## src/rtl/csa_pkg.sv

```systemverilog
// Shared types and elaboration helpers for the carry-save resolve slice.
package csa_pkg;

  typedef enum logic [1:0] {IDLE, ADD, DONE} csa_res_state_t;

  // Number of CHUNK-wide slices that make up a WIDTH-bit word.
  function automatic int unsigned nchunk(input int unsigned width, input int unsigned chunk);
    return width / chunk;
  endfunction

  // A word must split into whole chunks with no remainder.
  function automatic bit chunk_ok(input int unsigned width, input int unsigned chunk);
    return (chunk != 0) && (chunk <= width) && ((width % chunk) == 0);
  endfunction

  // Chunk index width; a single-chunk build still keeps a 1-bit index.
  function automatic int unsigned idx_width(input int unsigned n);
    return (n > 1) ? $clog2(n) : 1;
  endfunction

endpackage

```

## src/rtl/csa_resolve_serial_if.sv

```systemverilog
// Operand/result handshake bundle for csa_resolve_serial.
interface csa_resolve_serial_if #(
  parameter int unsigned WIDTH = 256
);
  logic             in_valid;
  logic             in_ready;
  logic [WIDTH-1:0] in_a;
  logic [WIDTH-1:0] in_b;
  logic             out_valid;
  logic             out_ready;
  logic [WIDTH-1:0] out_sum;
  logic             out_cout;

  // Source of operands and sink of results (the surrounding datapath).
  modport master (
    output in_valid, in_a, in_b, out_ready,
    input  in_ready, out_valid, out_sum, out_cout
  );

  // The resolver itself.
  modport slave (
    input  in_valid, in_a, in_b, out_ready,
    output in_ready, out_valid, out_sum, out_cout
  );
endinterface

```

## src/rtl/csa_chunk_add.sv

```systemverilog
// One CHUNK-bit slice of the serial carry-propagate add: a + b + cin.
module csa_chunk_add #(
  parameter int unsigned CHUNK = 64
) (
  input  logic [CHUNK-1:0] a,
  input  logic [CHUNK-1:0] b,
  input  logic             cin,
  output logic [CHUNK-1:0] sum,
  output logic             cout
);

  logic [CHUNK:0] total;

  // Plain ripple add; kept in its own module so a carry-select slice can drop in.
  always_comb begin
    total = {1'b0, a} + {1'b0, b} + {{CHUNK{1'b0}}, cin};
  end

  assign sum  = total[CHUNK-1:0];
  assign cout = total[CHUNK];

endmodule

```

## src/rtl/csa_resolve_serial.sv

```systemverilog
// Resolves a two-row carry-save result into one binary word, CHUNK bits per cycle.
module csa_resolve_serial
  import csa_pkg::*;
#(
  parameter int unsigned WIDTH = 256,
  parameter int unsigned CHUNK = 64
) (
  input logic                 clk,
  input logic                 rst,
  csa_resolve_serial_if.slave bus
);

  localparam int unsigned NCHUNK = nchunk(WIDTH, CHUNK);
  localparam int unsigned IDXW   = idx_width(NCHUNK);
  localparam logic [IDXW-1:0] LAST = IDXW'(NCHUNK - 1);

  if (!chunk_ok(WIDTH, CHUNK)) begin : g_bad_chunk
    $error("csa_resolve_serial: WIDTH must be a non-zero multiple of CHUNK");
  end

  csa_res_state_t state;

  // Operands and result are viewed as arrays of chunks so the running index
  // selects a whole slice without a wide variable part-select.
  logic [NCHUNK-1:0][CHUNK-1:0] a_q;
  logic [NCHUNK-1:0][CHUNK-1:0] b_q;
  logic [NCHUNK-1:0][CHUNK-1:0] res_q;
  logic [IDXW-1:0]              idx;
  logic                         cy;
  logic                         cout_q;
  logic                         valid_q;

  logic [CHUNK-1:0] s_chunk;
  logic             c_next;

  csa_chunk_add #(.CHUNK(CHUNK)) u_chunk_add (
    .a    (a_q[idx]),
    .b    (b_q[idx]),
    .cin  (cy),
    .sum  (s_chunk),
    .cout (c_next)
  );

  assign bus.in_ready  = (state == IDLE) && !rst;
  assign bus.out_valid = valid_q;
  assign bus.out_sum   = res_q;
  assign bus.out_cout  = cout_q;

  // Control FSM: accept operands, ripple one chunk per edge, hold result until taken.
  always_ff @(posedge clk) begin
    if (rst) begin
      state   <= IDLE;
      idx     <= '0;
      cy      <= 1'b0;
      res_q   <= '0;
      cout_q  <= 1'b0;
      valid_q <= 1'b0;
    end else begin
      unique case (state)
        IDLE: begin
          if (bus.in_valid) begin
            a_q   <= bus.in_a;
            b_q   <= bus.in_b;
            idx   <= '0;
            cy    <= 1'b0;
            state <= ADD;
          end
        end
        ADD: begin
          res_q[idx] <= s_chunk;
          cy         <= c_next;
          if (idx == LAST) begin
            cout_q  <= c_next;
            valid_q <= 1'b1;
            state   <= DONE;
          end else begin
            idx <= idx + IDXW'(1);
          end
        end
        DONE: begin
          if (bus.out_ready) begin
            valid_q <= 1'b0;
            state   <= IDLE;
          end
        end
        default: begin
          state   <= IDLE;
          valid_q <= 1'b0;
        end
      endcase
    end
  end

endmodule

```

## src/flat_wrapper.sv

```systemverilog
// flat-port wrapper written by rule: the top's interface ports become plain ports
module csa_resolve_serial_flat import csa_pkg::*;
#(
  parameter int unsigned WIDTH = 256,
  parameter int unsigned CHUNK = 64
)
  (clk, rst, bus_in_valid, bus_in_a, bus_in_b, bus_out_ready, bus_in_ready, bus_out_valid, bus_out_sum, bus_out_cout);
  csa_resolve_serial_if #(.WIDTH(WIDTH)) bus_i ();
  input logic clk;
  input logic rst;
  input wire logic [$bits(bus_i.in_valid)-1:0] bus_in_valid;
  input wire logic [$bits(bus_i.in_a)-1:0] bus_in_a;
  input wire logic [$bits(bus_i.in_b)-1:0] bus_in_b;
  input wire logic [$bits(bus_i.out_ready)-1:0] bus_out_ready;
  output wire logic [$bits(bus_i.in_ready)-1:0] bus_in_ready;
  output wire logic [$bits(bus_i.out_valid)-1:0] bus_out_valid;
  output wire logic [$bits(bus_i.out_sum)-1:0] bus_out_sum;
  output wire logic [$bits(bus_i.out_cout)-1:0] bus_out_cout;
  assign bus_i.in_valid = bus_in_valid;
  assign bus_i.in_a = bus_in_a;
  assign bus_i.in_b = bus_in_b;
  assign bus_i.out_ready = bus_out_ready;
  assign bus_in_ready = bus_i.in_ready;
  assign bus_out_valid = bus_i.out_valid;
  assign bus_out_sum = bus_i.out_sum;
  assign bus_out_cout = bus_i.out_cout;
  csa_resolve_serial #(.WIDTH(WIDTH), .CHUNK(CHUNK)) u_core (.clk(clk), .rst(rst), .bus(bus_i));
endmodule
```

## config.mk

```make
export PLATFORM = sky130hd
export DESIGN_NAME = csa_resolve_serial_flat
export DESIGN_NICKNAME = d
export VERILOG_FILES = /design/src/rtl/csa_pkg.sv /design/src/rtl/csa_resolve_serial_if.sv /design/src/rtl/csa_chunk_add.sv /design/src/rtl/csa_resolve_serial.sv /design/src/flat_wrapper.sv
export SDC_FILE = /design/constraint.sdc
export NUM_CORES = 1
export LEC_CHECK = 0
export ABC_AREA = 0
export CORE_AREA = 4 4 305 307
export DETAILED_ROUTE_END_ITERATION = 7
export DIE_AREA = 0 0 309 311
export DONT_BUFFER_PORTS = 1
export PLACE_DENSITY = 0.6
export SKIP_LAST_GASP = 1
export SLEW_MARGIN = 20
export SYNTH_ARGS = -nofsm -noshare
export SYNTH_HDL_FRONTEND = slang
export SYNTH_HIERARCHICAL = 1
export SYNTH_SLANG_ARGS = --single-unit
```

## constraint.sdc

```tcl
create_clock -name clk -period 16.1 [get_ports clk]
set_clock_uncertainty 0.2 [all_clocks]
set_input_delay 3.22 -clock clk [delete_from_list [all_inputs] [get_ports clk]]
set_output_delay 3.22 -clock clk [all_outputs]
set_load 0.03 [all_outputs]
```

==> key figures <==
Cells and area
  – Final core occ: 39.0%
  – Commonest non-fill, non-tap cell in the layout: nand2_1
  – Final Net Count: 2909
  – Final Instance Count excl. Fillers: 3572
  – Ratio of cells with drive above 1 in the final layout: 12.2%
  – Layout area overhead: 11.5%
  – Most frequent cells in the layout: nand2_1 (553), edfxtp_1 (512), a21oi_1 (326), dfxtp_1 (261), mux4_2 (128)

Synth
  – Synth warnings: 6
  – Post-synthesis sequential area ratio: 65.6%
  – Mapped Cells: 2361
  – Mapped cell area: 31500 um2
  – Prevailing post-synth register cell: edfxtp_1
  – Synth Register Bits: 775
  – Cell variety after synth: 69
  – Asr flop ratio synth: 0%
  – Synthesized area per cell: 13.3 um2
  – Post-synth EDFFs: 512
  – Syn Nets: 2946

Detailed routing
  – DRC: 0
  – Via Count: 19200
  – Vias per cell: 5.36
  – First DRT Iteration DRCs: 1661
  – WL met1: 32.7 mm
  – DR top layer: met4
  – Metal2 WL: 48.9 mm
  – Routed Antenna Nets: 0
  – DR WL/cell: 26.3 um
  – DR pass1 iterations: 5
  – DRT Wirelength: 93.8 mm
  – WL met3: 9.20 mm

Pwr
  – Leakage: 11.4 nW
  – Peak supply drop: 0.0864 mV
  – PD cells: 136 nW/um2

CTS
  – Postcts setup bufs: 0
  – Max Root-Sink Buffers: 3
  – Post-CTS sizing: 0
  – CTS root buffer: clkbuf_16
  – Worst-path clk slew: 0.06 ns
  – Num Clock Sinks: 775
  – Cts hold-fix bufs: 0
  – Inserted Clock Buffers: 82
  – H-tree depth: 3
  – Worst-Skew Late Latency: 0.63 ns
  – CTS tree: yes

STA
  – RSZ-0062 raised after global routing: false
  – # setup viols final: 0
  – Slew headroom: 21.0%
  – Worst-Margin Slew: 1.18 ns
  – Final period util: 49.0%
  – Final hold slack: 0.343 ns
  – Min Clock Period, post-route: 7.88 ns
  – FMAX: 0.127 GHz
  – Max Slew Vio Count: 0
  – Hold Fails Final Rpt: 0
  – Setup_tns: 0 ns

Worst setup path
  – CP startpoint kind: primary input
  – Crit path DAT: 4.46 ns
  – Worst path cell trace: nor3_1
  – CP top delay family: simple AND/OR/NAND/NOR gates
  – Crit Path Class: in -> out
  – CP endpoint kind: output port
  – Slowest cell on the critical path: nor3_1
  – Crit path max fanout: 264
  – Delay of the slowest critical-path stage: 0.98 ns
  – Required @ worst endpoint: 12.68 ns
  – Worst path bufs/invs: 0

Run status
  – Outcome: finished, final reports clean

Die
  – Die Height: 311 um
  – Initial core utilization: 35.0%
  – Chip width: 309 um
  – Die Area: 96100 um2
  – I/O pins: 775
  – Area of the core: 90000 um2
  – FP Rows: 110

Global route
  – Total global-route track usage: 18.8%
  – First-pass GRT wire length: 134 mm
  – Initial antenna violation count: 8
  – Largest net degree at the start of global routing: 265
  – Vias in the first global route: 19500
  – Grt ovf: 0

Placement
  – Placer Congestion: 0.868
  – Port-buffer cells: 0
  – Dpl cells: 3416
  – Detailed placement HPWL: 69.2 mm

Run
  – Max cap viols: 0

Hold path
  – Hold Path Class: reg -> reg
-- final timing paths --
check                startpoint                     end  slack [ns]  cells past startpoint
hold / removal        u_core/cy               u_core/cy        0.34                      2
setup reg to reg  u_core/idx[0]  u_core/bus.out_sum[61]        9.46                     13
setup / recovery            rst            bus_in_ready        8.22                      1
hold reg to reg       u_core/cy               u_core/cy        0.34                      2
-- cells by family (layout without fill, tap and decap cells) --
group / count (synthesis) / after routing / synth area share (%)
buffers and inverters: 159 / 189 / 2.74
flip-flops: 775 / 775 / 65.6
adder cells (fa/ha/maj): 69 / 69 / 2.79
other: 0 / 5 / 0
AND/OR/NAND/NOR: 680 / 680 / 8.88
AO/OA/AOI/OAI: 490 / 490 / 9.16
multiplexers: 129 / 129 / 9.19
XOR/XNOR: 59 / 59 / 1.64
-- Yosys cell counts, types with 5 or more instances --
cell type | number | area [um2]
o21ai_1 | 7 | 35.0
a21oi_1 | 326 | 1630
clkbuf_1 | 49 | 184
xor2_1 | 25 | 219
ha_1 | 67 | 838
o21a_1 | 11 | 82.6
a31oi_1 | 9 | 56.3
o211ai_1 | 6 | 45.0
and3_1 | 8 | 50.1
nand4_1 | 22 | 138
nor3_1 | 11 | 55.1
nor2_1 | 34 | 128
inv_1 | 20 | 75.1
a21o_1 | 38 | 285
nand2b_1 | 9 | 56.3
nand3_1 | 11 | 55.1
nand2_1 | 553 | 2080
o21ai_0 | 30 | 150
xnor2_1 | 34 | 298
mux4_2 | 128 | 2880
o31ai_1 | 5 | 37.5
buf_6 | 13 | 146
dfxtp_1 | 263 | 5270
a211oi_1 | 5 | 37.5
o21bai_1 | 17 | 128
buf_2 | 51 | 255
buf_4 | 25 | 188
edfxtp_1 | 512 | 15400
-- flip-flops by register name (all words and copies together) (netlist names) --
name,count
u_core/a_q,256
u_core/b_q,256
u_core/bus.out_sum,256
u_core/idx,2
u_core/state,2
u_core/bus.out_cout,1
u_core/bus.out_valid,1
u_core/cy,1
-- routing by layer --
layer,track usage (%),vias to the layer above
li1,-,8650
met1,20.8,9444
met2,34.0,914
met3,6.15,150
met4,6.36,0
met5,0,-
-- power by group --
group / internal [W] / switching (W) / leakage, nW
clock: 0.00112 / 0.000759 / 1.34
combinational: 0.000189 / 0.000394 / 3.18
sequential: 0.00221 / 0.000104 / 6.87
-- final cells by class --
cell class	instances	area (um2)
diodes	5	12.5
clock buffers	124	2520
clock inverters	27	204
fillers	8423	54900
inverters	20	75.1
multi-input cells	1427	10000
flip-flops and latches	775	20600
well taps	1176	1470
repair buffers	18	160
-- through the flow --
stage / worst slack [ns] / area [um2] / power (W)
3_5_place_dp: 8.51 / 32400 / 0.00294
2_1_floorplan: 4.93 / 31500 / 0.00275
6_report: 8.22 / 35100 / 0.00477
5_1_grt: 8.38 / 35100 / 0.00495
4_1_cts: 8.51 / 35100 / 0.00481
3_3_place_gp: 8.51 / 32300 / 0.00293
(Power assumes the default switching activity.)
